--- config.mk ---
export PLATFORM = sky130hd
export DESIGN_NAME = button_conditioner
export DESIGN_NICKNAME = d
export VERILOG_FILES = /design/src/rtl/button_conditioner.sv
export SDC_FILE = /design/constraint.sdc
export NUM_CORES = 1
export LEC_CHECK = 0
export ABC_AREA = 1
export CAP_MARGIN = 20
export CELL_PAD_IN_SITES_DETAIL_PLACEMENT = 0
export CELL_PAD_IN_SITES_GLOBAL_PLACEMENT = 2
export CORE_MARGIN = 5
export CORE_UTILIZATION = 40
export CTS_BUF_LIST = sky130_fd_sc_hd__clkbuf_8
export CTS_CLUSTER_DIAMETER = 80
export CTS_CLUSTER_SIZE = 28
export DETAILED_ROUTE_END_ITERATION = 10
export PLACE_DENSITY_LB_ADDON = 0.1
export SLEW_MARGIN = 20
export SYNTH_ARGS = -nofsm -noshare
export SYNTH_HDL_FRONTEND = slang
export SYNTH_SLANG_ARGS = --single-unit
--- constraint.sdc ---
create_clock -name clk -period 3.9 [get_ports clk]
set_input_delay 0.78 -clock clk [delete_from_list [all_inputs] [get_ports clk]]
set_output_delay 0.78 -clock clk [all_outputs]
set_load 0.03 [all_outputs]
--- src/rtl/button_conditioner.sv ---
// rtl/button_conditioner.sv - synchronise, debounce, press-pulse and auto-repeat for board buttons
// Each button runs independently; only the sample-tick prescaler is shared.
module button_conditioner #(
  parameter int               N_BTN              = 4,
  parameter int               SAMPLE_DIV         = 100000,
  parameter int               DEBOUNCE_TICKS     = 20,
  parameter int               REPEAT_DELAY_TICKS = 500,
  parameter int               REPEAT_RATE_TICKS  = 100,
  parameter logic [N_BTN-1:0] REPEAT_MASK        = 4'b1100
) (
  input  logic             clk,
  input  logic             rst,
  input  logic [N_BTN-1:0] btn_raw,
  output logic [N_BTN-1:0] btn_level,
  output logic [N_BTN-1:0] btn_press,
  output logic [N_BTN-1:0] btn_held
);

  localparam int PW   = (SAMPLE_DIV > 1) ? $clog2(SAMPLE_DIV) : 1;
  localparam int DW   = (DEBOUNCE_TICKS > 0) ? $clog2(DEBOUNCE_TICKS + 1) : 1;
  localparam int RMAX = (REPEAT_DELAY_TICKS > REPEAT_RATE_TICKS) ? REPEAT_DELAY_TICKS
                                                                  : REPEAT_RATE_TICKS;
  localparam int RW   = (RMAX > 0) ? $clog2(RMAX + 1) : 1;

  localparam logic [PW-1:0] DIV_LAST   = PW'(SAMPLE_DIV - 1);
  localparam logic [DW-1:0] DEB_LAST   = DW'(DEBOUNCE_TICKS - 1);
  localparam logic [RW-1:0] DELAY_LAST = RW'((REPEAT_DELAY_TICKS > 0) ? REPEAT_DELAY_TICKS - 1 : 0);
  localparam logic [RW-1:0] RATE_LAST  = RW'(REPEAT_RATE_TICKS - 1);

  typedef enum logic [1:0] {IDLE, DELAY, REPEAT} state_t;

  logic [N_BTN-1:0] sync_meta;
  logic [N_BTN-1:0] sync;
  logic [PW-1:0]    pre_cnt;
  logic             tick;
  logic [DW-1:0]    db_cnt [N_BTN];
  logic [N_BTN-1:0] level;
  logic [N_BTN-1:0] press;
  logic [N_BTN-1:0] rise;
  logic [N_BTN-1:0] fall;
  logic [N_BTN-1:0] fire;
  state_t           state      [N_BTN];
  state_t           state_next [N_BTN];
  logic [RW-1:0]    rpt_cnt      [N_BTN];
  logic [RW-1:0]    rpt_cnt_next [N_BTN];

  assign tick = (pre_cnt == DIV_LAST);

  always_ff @(posedge clk) begin
    if (rst) begin
      sync_meta <= '0;
      sync      <= '0;
      pre_cnt   <= '0;
    end else begin
      sync_meta <= btn_raw;
      sync      <= sync_meta;
      pre_cnt   <= tick ? '0 : pre_cnt + 1'b1;
    end
  end

  // rise/fall flag the tick on which the debounced level is about to toggle
  always_comb begin
    rise = '0;
    fall = '0;
    for (int i = 0; i < N_BTN; i++) begin
      if (tick && (sync[i] != level[i]) && (db_cnt[i] == DEB_LAST)) begin
        rise[i] = ~level[i];
        fall[i] = level[i];
      end
    end
  end

  always_ff @(posedge clk) begin
    if (rst) begin
      level <= '0;
      for (int i = 0; i < N_BTN; i++) db_cnt[i] <= '0;
    end else if (tick) begin
      for (int i = 0; i < N_BTN; i++) begin
        if (sync[i] == level[i]) begin
          db_cnt[i] <= '0;
        end else if (db_cnt[i] == DEB_LAST) begin
          db_cnt[i] <= '0;
          level[i]  <= ~level[i];
        end else begin
          db_cnt[i] <= db_cnt[i] + 1'b1;
        end
      end
    end
  end

  // a debounced fall wins over a repeat pulse due on the same tick
  always_comb begin
    fire = '0;
    for (int i = 0; i < N_BTN; i++) begin
      state_next[i]   = state[i];
      rpt_cnt_next[i] = rpt_cnt[i];
      case (state[i])
        IDLE: begin
          rpt_cnt_next[i] = '0;
          if (rise[i] && REPEAT_MASK[i]) state_next[i] = DELAY;
        end
        DELAY: begin
          if (fall[i]) begin
            state_next[i]   = IDLE;
            rpt_cnt_next[i] = '0;
          end else if (tick) begin
            if (rpt_cnt[i] >= DELAY_LAST) begin
              fire[i]         = 1'b1;
              rpt_cnt_next[i] = '0;
              state_next[i]   = REPEAT;
            end else begin
              rpt_cnt_next[i] = rpt_cnt[i] + 1'b1;
            end
          end
        end
        REPEAT: begin
          if (fall[i]) begin
            state_next[i]   = IDLE;
            rpt_cnt_next[i] = '0;
          end else if (tick) begin
            if (rpt_cnt[i] >= RATE_LAST) begin
              fire[i]         = 1'b1;
              rpt_cnt_next[i] = '0;
            end else begin
              rpt_cnt_next[i] = rpt_cnt[i] + 1'b1;
            end
          end
        end
        default: begin
          state_next[i]   = IDLE;
          rpt_cnt_next[i] = '0;
        end
      endcase
    end
  end

  always_ff @(posedge clk) begin
    if (rst) begin
      press <= '0;
      for (int i = 0; i < N_BTN; i++) begin
        state[i]   <= IDLE;
        rpt_cnt[i] <= '0;
      end
    end else begin
      press <= rise | fire;
      for (int i = 0; i < N_BTN; i++) begin
        state[i]   <= state_next[i];
        rpt_cnt[i] <= rpt_cnt_next[i];
      end
    end
  end

  always_comb begin
    btn_held = '0;
    for (int i = 0; i < N_BTN; i++) btn_held[i] = (state[i] == REPEAT);
  end

  assign btn_level = level;
  assign btn_press = press;

endmodule

# Word-level counts from Yosys, hierarchy flattened
# Memories as Yosys holds them, arrays and structs flattened.
# Cells that the tools add are included.
# word_totals
reg_bits,33
ram_bits,64
in_bits,6
output_inout_bits,12
word_cells,260
n_memories,3
# mem_list
memory,depth,word_bits,rd,rd_clocked_by_memory_dff,wr,line_no,rtl
rpt_cnt,4,9,4,0,4,44,logic [RW-1:0] rpt_cnt [N_BTN];
db_cnt,4,5,4,0,4,36,logic [DW-1:0] db_cnt [N_BTN];
state,4,2,4,0,4,42,state_t state [N_BTN];
# classes
addsub,9
magnitude_cmp,8
eq_ne,21
mux,165
n_bitwise,29
n_reduce_logical,17
# ops
operator,count
$mux 9,28
$mux 1,91
$pmux 9 s2,4
$mux 5,12
$mux 2,22
$add 9x1->9 const B,4
$ge 9x7->1 const B,4
$ge 9x9->1 const B,4
$pmux 2 s3,4
$add 5x1->5 const B,4
$eq 5x5->1 const B,4
$or 1x1->1,20
$add 17x1->17 const B,1
$eq 17x17->1 const B,1
$reduce_and 3->1,4
$eq 2x1->1 const B,4
$eq 2x2->1 const B,4
$logic_and 1x1->1,8
$logic_not 2->1,4
$not 1->1,8
$pmux 1 s2,4
$eq 1x1->1,4
$ne 1x1->1,4
$or 4x4->4,1
$reduce_or 2->1,1

# Longest topological paths before layout
# Gate-level depths: netlist of run 1.
# depth
ltp_word,8
depth_mapped,12
depth_no_buf,11

# Worst setup path after synthesis of run 1
# OpenSTA, ideal clock, no wires.
# synth_timing
kind,register -> register
startpoint,register pre_cnt[0]
endpoint,"memory db_cnt[0][0] in the netlist's numbering, enable pin"
setup_ps,359
arrival_time_ps,1443
t_required_ps,3541
setup_slack_ps,2098
stages_incl_launch_ff,9
n_path_buf,1
period_less_slack_ps,1802
path_cell_list,dfxtp_1 > ha_1 > nand2_1 > nor2_2 > nand3_1 > nor2_4 > buf_6 > nor2_2 > inv_1
# synth_lines
element,line_no,rtl
start: declaration,34,logic [PW-1:0] pre_cnt;
start signal: assignment,57,pre_cnt <= tick ? '0 : pre_cnt + 1'b1;
end: declaration,36,

==> run_summary.xml, run 1 <==
<?xml version="1.0" encoding="UTF-8"?>
<metrics>
  <group name="outcome">
    <metric name="status" unit="">completed</metric>
  </group>
  <group name="logic_synthesis">
    <metric name="synth_compound_gate_area_share" unit="">0.0901</metric>
    <metric name="yosys.area_share.xor_xnor" unit="">0.0354</metric>
    <metric name="yosys.area.top_type_share" unit="">0.278</metric>
    <metric name="synth_area" unit="um^2">3960</metric>
    <metric name="synth.lib_cells_used.distinct" unit="">36</metric>
    <metric name="per_instance_average_area_after_synthesis" unit="um^2">7.44</metric>
    <metric name="leading_cell_types_by_total_area_after_synthesis" unit="">dfxtp_1, edfxtp_1, nand2_1</metric>
    <metric name="synth.mux.area_fraction" unit="">0</metric>
    <metric name="yosys_warnings" unit="">0</metric>
    <metric name="synth_fa_ha_area_frac" unit="">0.0411</metric>
    <metric name="synth_enable_flop_cells" unit="">20</metric>
    <metric name="synth_top_flop_cell" unit="">dfxtp_1</metric>
    <metric name="ys_seq_area_frac" unit="">0.430</metric>
    <metric name="asyncSetResetFlopFracSynth" unit="">0</metric>
    <metric name="yosys_register_bits" unit="">75</metric>
    <metric name="synth.largest_area_cell" unit="">dfxtp_1</metric>
    <metric name="yosys.area_share.simple" unit="">0.311</metric>
    <metric name="main_combinational_cell_family_by_area_after_synthesis" unit="">simple AND/OR/NAND/NOR gates</metric>
    <metric name="post_synth_inst_count" unit="">532</metric>
  </group>
  <group name="cells_and_area">
    <metric name="finish.instance_area" unit="um^2">4470</metric>
    <metric name="layout.nets" unit="">571</metric>
    <metric name="areaGrowthSynthToFinish" unit="%">13.1</metric>
    <metric name="layout-drive-gt1-share" unit="">0.0808</metric>
    <metric name="total_inserted_antenna_cells" unit="">0</metric>
  </group>
  <group name="drt">
    <metric name="detail-route-antenna-nets" unit="">0</metric>
    <metric name="route.detailed.drc" unit="">0</metric>
    <metric name="detailroute.via_count" unit="">3254</metric>
    <metric name="detailedRoute.firstPassIterationCount" unit="">4</metric>
    <metric name="wl_per_cell" unit="um">11.8</metric>
    <metric name="initialDrtViolationCount" unit="">167</metric>
    <metric name="vias_per_cell" unit="">4.72</metric>
    <metric name="wirelength" unit="mm">8.11</metric>
  </group>
  <group name="global_route">
    <metric name="maximum_number_of_pins_on_one_net_before_global_route_repair" unit="">32</metric>
    <metric name="overflow" unit="">0</metric>
    <metric name="grt_pass1_vias" unit="">3056</metric>
    <metric name="groute.usage.overall" unit="">0.151</metric>
    <metric name="grt_first_pass_wirelength" unit="mm">14.2</metric>
    <metric name="grt_antenna_before_repair" unit="">0</metric>
  </group>
  <group name="run">
    <metric name="drv_cap" unit="">0</metric>
  </group>
  <group name="worst_setup_path">
    <metric name="signal_arrival_time_at_the_worst_endpoint" unit="ns">1.75</metric>
    <metric name="worst_endpoint_required_time" unit="ns">3.12</metric>
    <metric name="setup.worst_path.start_class" unit="">flip-flop</metric>
    <metric name="path_max_fanout" unit="">4</metric>
    <metric name="crit_path_end_kind" unit="">output port</metric>
    <metric name="timing_worst_setup_path_type" unit="">reg2out</metric>
  </group>
  <group name="timing">
    <metric name="clock_skew" unit="ns">0.0103</metric>
    <metric name="final_setup_violation_count" unit="">0</metric>
    <metric name="timing.final.max_slew_violations" unit="">0</metric>
    <metric name="max_slew.worst_pin.slew" unit="ns">0.784</metric>
    <metric name="slew_headroom" unit="">0.474</metric>
    <metric name="setup_repair_after_global_routing_missed_its_margin" unit="">no</metric>
    <metric name="post-route-min-period" unit="ns">2.53</metric>
    <metric name="hold_violations" unit="">0</metric>
    <metric name="fin_tns_setup" unit="ns">0</metric>
    <metric name="fmax" unit="MHz">395</metric>
    <metric name="fin_crit_sh" unit="">0.648</metric>
  </group>
  <group name="placement">
    <metric name="gpl.final_weighted_congestion" unit="">0.770</metric>
    <metric name="post_placement_cell_area" unit="um^2">4230</metric>
    <metric name="detailedPlacementHpwl" unit="mm">5.84</metric>
    <metric name="port_buffers" unit="">15</metric>
  </group>
  <group name="power_and_ir_drop">
    <metric name="power.leakage" unit="uW">0.00184</metric>
    <metric name="power.combinational.fraction" unit="">0.034</metric>
    <metric name="ir_worst_vdd" unit="mV">0.138</metric>
    <metric name="clock_network_fraction_of_total_power" unit="">0.451</metric>
    <metric name="internal_power" unit="uW">1260</metric>
    <metric name="power_density" unit="nW/um^2">358</metric>
    <metric name="power_frac_seq" unit="">0.515</metric>
    <metric name="power.share.switching" unit="">0.215</metric>
    <metric name="netSwitchingPower" unit="uW">344</metric>
  </group>
  <group name="clock_network">
    <metric name="clk_path_buf_depth" unit="">2</metric>
    <metric name="cts.reportedPaths.clkPinSlew" unit="ns">0.08</metric>
    <metric name="clock-sinks" unit="">75</metric>
    <metric name="cts_made_buffers" unit="">9</metric>
    <metric name="htree_levels" unit="">3</metric>
    <metric name="cts-hold-fix-buffers" unit="">0</metric>
    <metric name="clock_tree_root" unit="">clkbuf_8</metric>
    <metric name="clk-insertion-delay-late" unit="ns">0.35</metric>
    <metric name="tritoncts" unit="">done</metric>
    <metric name="post-cts-setup-buffer-count" unit="">0</metric>
    <metric name="cts.repair.resized" unit="">0</metric>
  </group>
  <group name="floorplan">
    <metric name="die_height" unit="um">109</metric>
    <metric name="die_w" unit="um">109</metric>
    <metric name="initial_utilization" unit="">0.407</metric>
    <metric name="row_count" unit="">36</metric>
    <metric name="core_area" unit="um^2">9730</metric>
    <metric name="io_pins" unit="">18</metric>
    <metric name="die-area" unit="um^2">12000</metric>
  </group>
  <group name="hold_path">
    <metric name="hold_path_class" unit="">reg2reg</metric>
  </group>
</metrics>
[placed cells by master, fill, tap and decap left out, types with 3 or more instances in the layout]
cell type / instances
nor3_1: 13
nand4_1: 10
clkdlybuf4s50_1: 15
xor2_1: 14
inv_2: 7
nor3b_1: 4
inv_1: 74
nand3_1: 38
o21ai_0: 13
dfxtp_1: 55
clkbuf_8: 9
o21ai_2: 3
clkinv_1: 3
a21oi_1: 42
edfxtp_1: 20
nand2_1: 106
bufinv_16: 3
nor2_1: 76
ha_1: 13
nor2_2: 3
or2_2: 5
nand4_2: 4
nand2_2: 3
[cells in the mapped netlist, types with 3 or more instances]
cell,instances
o21ai_0,13
nor2_2,3
o21ai_2,3
nand4_1,10
clkbuf_1,3
nand2_2,3
clkinv_1,3
ha_1,13
nand3_1,38
inv_2,7
nor2_1,76
nor3b_1,4
or2_2,5
inv_1,73
buf_4,3
nor3_1,13
nand4_2,4
edfxtp_1,20
nand2_1,106
dfxtp_1,55
xor2_1,14
a21oi_1,42
[final timing paths]
| check | end | slack (ns) | cells after the start | from |
|---|---|---|---|---|
| max | btn_held[3] | 1.37 | 3 | state[3][0] |
| min | sync[2] | 0.41 | 2 | sync_meta[2] |
| max reg2reg | rpt_cnt[3][5] | 1.53 | 10 | pre_cnt[0] |
| min reg2reg | sync[2] | 0.41 | 2 | sync_meta[2] |
[layout make-up]
cell class / count / area, um^2
Fill cell: 1039 / 5260
Multi-Input combinational cell: 367 / 1900
Sequential cell: 75 / 1700
Inverter: 83 / 312
Tap cell: 133 / 166
Timing Repair Buffer: 16 / 158
Clock buffer: 9 / 124
Clock inverter: 7 / 116
[layer usage]
layer  track usage  wire [um]  up-vias
met2         0.235       3610       44
met4        0.0543         90        0
met1         0.206       4130     1457
li1              -          -     1747
met5             0          0        -
met3        0.0346        283        6
[stage by stage]
step                      std cells  utilization  total power [uW]  hold WS, ns  setup WS [ns]
after floorplan                 533            -               883        0.388           2.10
after global placement          674        0.435               899        0.398           1.55
after detailed placement        674        0.435               900        0.398           1.52
after CTS                       690        0.460              1640        0.410           1.34
after global routing            690        0.460              1690        0.430           1.17
final                           690        0.460              1600        0.411           1.37
[registers in the layout, summed over array words and instances (netlist names)]
signal	flops
rpt_cnt	18
db_cnt	20
btn_level	4
sync_meta	4
sync	4
btn_press	4
pre_cnt	17
state	4
[power by group through the flow]
| stage | Combinational [uW] | Sequential, uW | Clock [uW] |
|---|---|---|---|
| floorplan | 41.6 | 841 | 0 |
| global placement | 55.8 | 843 | 0 |
| detailed placement | 56.0 | 844 | 0 |
| CTS | 56.5 | 826 | 753 |
| global route | 63.6 | 829 | 794 |
| finish | 55.3 | 826 | 723 |
[critical path: stages (launching register included)]
cell,delay (ns)
dfxtp_1,0.34
inv_1,0.08
ha_1,0.27
clkdlybuf4s50_1,0.72
[cell families after synthesis]
kind of cell               after synthesis
adders and majority gates               13
DFF                                     75
other                                    1
xor gates and xnor gates                16
AOI/OAI and AO/OA                       66
buffers and inverters                   91
and+or+nand+nor                        270
No activity file was read; power rests on OpenSTA's default activity.
==> run 2: changes to the inputs <==
--- a/config.mk
+++ b/config.mk
@@ -10,7 +10,7 @@
 export CELL_PAD_IN_SITES_DETAIL_PLACEMENT = 0
 export CELL_PAD_IN_SITES_GLOBAL_PLACEMENT = 2
 export CORE_MARGIN = 5
-export CORE_UTILIZATION = 40
+export CORE_UTILIZATION = 37
 export CTS_BUF_LIST = sky130_fd_sc_hd__clkbuf_8
 export CTS_CLUSTER_DIAMETER = 80
 export CTS_CLUSTER_SIZE = 28
==> constraint.sdc (replaced) <==
create_clock -name clk -period 2.6 [get_ports clk]
set_input_delay 0.52 -clock clk [delete_from_list [all_inputs] [get_ports clk]]
set_output_delay 0.52 -clock clk [all_outputs]
set_load 0.03 [all_outputs]
==> run_summary.xml, run 2 (synthesis gave the netlist of run 1 again) <==
<?xml version="1.0" encoding="UTF-8"?>
<metrics>
  <group name="drt">
    <metric name="vias_per_cell" unit="">4.66</metric>
    <metric name="detailedRoute.firstPassIterationCount" unit="">4</metric>
    <metric name="wirelength_met1" unit="mm">4.19</metric>
    <metric name="dr_wl_met2" unit="mm">3.56</metric>
    <metric name="maxUsedRoutingLayer" unit="">met4</metric>
    <metric name="detailroute.wirelength.met3" unit="um">295</metric>
    <metric name="detail-route-antenna-nets" unit="">0</metric>
    <metric name="wirelength" unit="mm">8.16</metric>
    <metric name="initialDrtViolationCount" unit="">160</metric>
    <metric name="route.detailed.drc" unit="">0</metric>
    <metric name="detailroute.via_count" unit="">3240</metric>
    <metric name="wl_per_cell" unit="um">11.7</metric>
  </group>
  <group name="floorplan">
    <metric name="core_area" unit="um^2">10400</metric>
    <metric name="io_pins" unit="">18</metric>
    <metric name="die_w" unit="um">113</metric>
    <metric name="die-area" unit="um^2">12900</metric>
    <metric name="die_height" unit="um">113</metric>
    <metric name="row_count" unit="">37</metric>
    <metric name="initial_utilization" unit="">0.382</metric>
  </group>
  <group name="placement">
    <metric name="port_buffers" unit="">15</metric>
    <metric name="placed_cells" unit="">679</metric>
    <metric name="gpl.final_weighted_congestion" unit="">0.771</metric>
    <metric name="detailedPlacementHpwl" unit="mm">5.88</metric>
    <metric name="post_placement_cell_area" unit="um^2">4250</metric>
  </group>
  <group name="clock_network">
    <metric name="cts-hold-fix-buffers" unit="">0</metric>
    <metric name="cts.reportedPaths.clkPinSlew" unit="ns">0.08</metric>
    <metric name="clock_tree_root" unit="">clkbuf_8</metric>
    <metric name="cts_made_buffers" unit="">9</metric>
    <metric name="tritoncts" unit="">done</metric>
    <metric name="htree_levels" unit="">3</metric>
    <metric name="clock-sinks" unit="">75</metric>
    <metric name="clk_path_buf_depth" unit="">2</metric>
    <metric name="clk-insertion-delay-late" unit="ns">0.34</metric>
    <metric name="post-cts-setup-buffer-count" unit="">0</metric>
    <metric name="cts.repair.resized" unit="">0</metric>
  </group>
  <group name="worst_setup_path">
    <metric name="ff2ff_path_depth" unit="">10</metric>
    <metric name="worst_endpoint_required_time" unit="ns">2.08</metric>
    <metric name="cp_num_buf_inv" unit="">2</metric>
    <metric name="cpLargestDelayFamily" unit="">buffers and inverters</metric>
    <metric name="path_max_fanout" unit="">4</metric>
    <metric name="cp_cell_sequence" unit="">inv_1 &gt; ha_1 &gt; clkdlybuf4s50_1</metric>
    <metric name="signal_arrival_time_at_the_worst_endpoint" unit="ns">1.75</metric>
    <metric name="crit_path_top_delay_cell" unit="">clkdlybuf4s50_1</metric>
    <metric name="reg2reg_setup_slack" unit="ns">0.45</metric>
    <metric name="timing_worst_setup_path_type" unit="">reg2out</metric>
    <metric name="crit_path_end_kind" unit="">output port</metric>
    <metric name="path_depth" unit="">3</metric>
    <metric name="slowest_delay" unit="ns">0.71</metric>
    <metric name="setup.worst_path.start_class" unit="">flip-flop</metric>
  </group>
  <group name="global_route">
    <metric name="grt_first_pass_wirelength" unit="mm">14.0</metric>
    <metric name="grt_antenna_before_repair" unit="">0</metric>
    <metric name="overflow" unit="">0</metric>
    <metric name="grt_pass1_vias" unit="">3037</metric>
    <metric name="groute.usage.overall" unit="">0.132</metric>
    <metric name="maximum_number_of_pins_on_one_net_before_global_route_repair" unit="">33</metric>
  </group>
  <group name="cells_and_area">
    <metric name="fin_util" unit="">0.434</metric>
    <metric name="layout.nets" unit="">573</metric>
    <metric name="largest_register_ffs" unit="">20</metric>
    <metric name="total_inserted_antenna_cells" unit="">0</metric>
    <metric name="areaGrowthSynthToFinish" unit="%">13.7</metric>
    <metric name="finish.instance_area" unit="um^2">4500</metric>
    <metric name="mostFrequentLayoutCells" unit="">nand2_1, nor2_1, inv_1</metric>
    <metric name="reg_top3" unit="">db_cnt (20), rpt_cnt (18), pre_cnt (17)</metric>
    <metric name="filler_cell_count" unit="">1100</metric>
    <metric name="layout-drive-gt1-share" unit="">0.0823</metric>
    <metric name="layout.cells.most_common" unit="">nand2_1</metric>
    <metric name="finalNonFillerCells" unit="">695</metric>
    <metric name="regMostFlops" unit="">db_cnt</metric>
  </group>
  <group name="timing">
    <metric name="slew_headroom" unit="">0.582</metric>
    <metric name="final_setup_violation_count" unit="">0</metric>
    <metric name="max_slew.worst_pin.slew" unit="ns">0.622</metric>
    <metric name="fin_crit_sh" unit="">0.873</metric>
    <metric name="timing.final.max_slew_violations" unit="">0</metric>
    <metric name="fmax" unit="MHz">441</metric>
    <metric name="hold-worst-slack" unit="ns">0.407</metric>
    <metric name="setup_repair_after_global_routing_missed_its_margin" unit="">no</metric>
    <metric name="hold_violations" unit="">0</metric>
    <metric name="fin_tns_setup" unit="ns">0</metric>
    <metric name="clock_skew" unit="ns">0.0120</metric>
    <metric name="post-route-min-period" unit="ns">2.27</metric>
  </group>
  <group name="power_and_ir_drop">
    <metric name="power_density" unit="nW/um^2">537</metric>
    <metric name="power.leakage" unit="uW">0.00186</metric>
    <metric name="ir_worst_vdd" unit="mV">0.338</metric>
  </group>
  <group name="hold_path">
    <metric name="hold_depth" unit="">2</metric>
    <metric name="hold_path_class" unit="">reg2reg</metric>
  </group>
  <group name="run">
    <metric name="drv_cap" unit="">0</metric>
  </group>
  <group name="outcome">
    <metric name="status" unit="">completed</metric>
  </group>
</metrics>
## run 2: final timing paths
check | from | end
worst max register to register | pre_cnt[0] | rpt_cnt[3][5]
worst min register to register | sync_meta[3] | sync[3]
worst max-delay path | state[2][0] | btn_held[2]
worst min-delay path | sync_meta[3] | sync[3]
## run 2: stage by stage
step	setup slack, ns	power [uW]
CTS	0.300	2450
finish	0.331	2420
global route	0.201	2530
detailed placement	0.432	1350
floorplan	0.798	1320
global placement	0.404	1350
## run 2: cell type report
| class | count | area (um^2) | share of cell area |
|---|---|---|---|
| repair buffers | 18 | 173 | 0.0384 |
| clock inverters | 6 | 106 | 0.0237 |
| multi-input cells | 367 | 1900 | 0.422 |
| clock buffers | 10 | 138 | 0.0306 |
| well taps | 136 | 170 | 0.0378 |
| inverters | 83 | 312 | 0.0693 |
| flip-flops and latches | 75 | 1700 | 0.378 |
## run 2: worst reg2reg max path, delay by kind of cell (launching register included)
kind                       cells  cell delay, ns
and+or+nand+nor                6            0.73
DFF                            1            0.36
AOI/OAI and AO/OA              2            0.43
buffers and inverters          1            0.30
adders and majority gates      1            0.18
## run 2: where the power goes
group	switching [uW]	internal, uW
Sequential	17.0	1220
Combinational	52.9	31.3
Clock	433	659
Total	503	1910
## run 2: layer usage
metal,up-vias,GRT usage
li1,1749,-
met2,43,0.207
met5,-,0
met1,1438,0.179
met3,10,0.0324
met4,0,0.0441
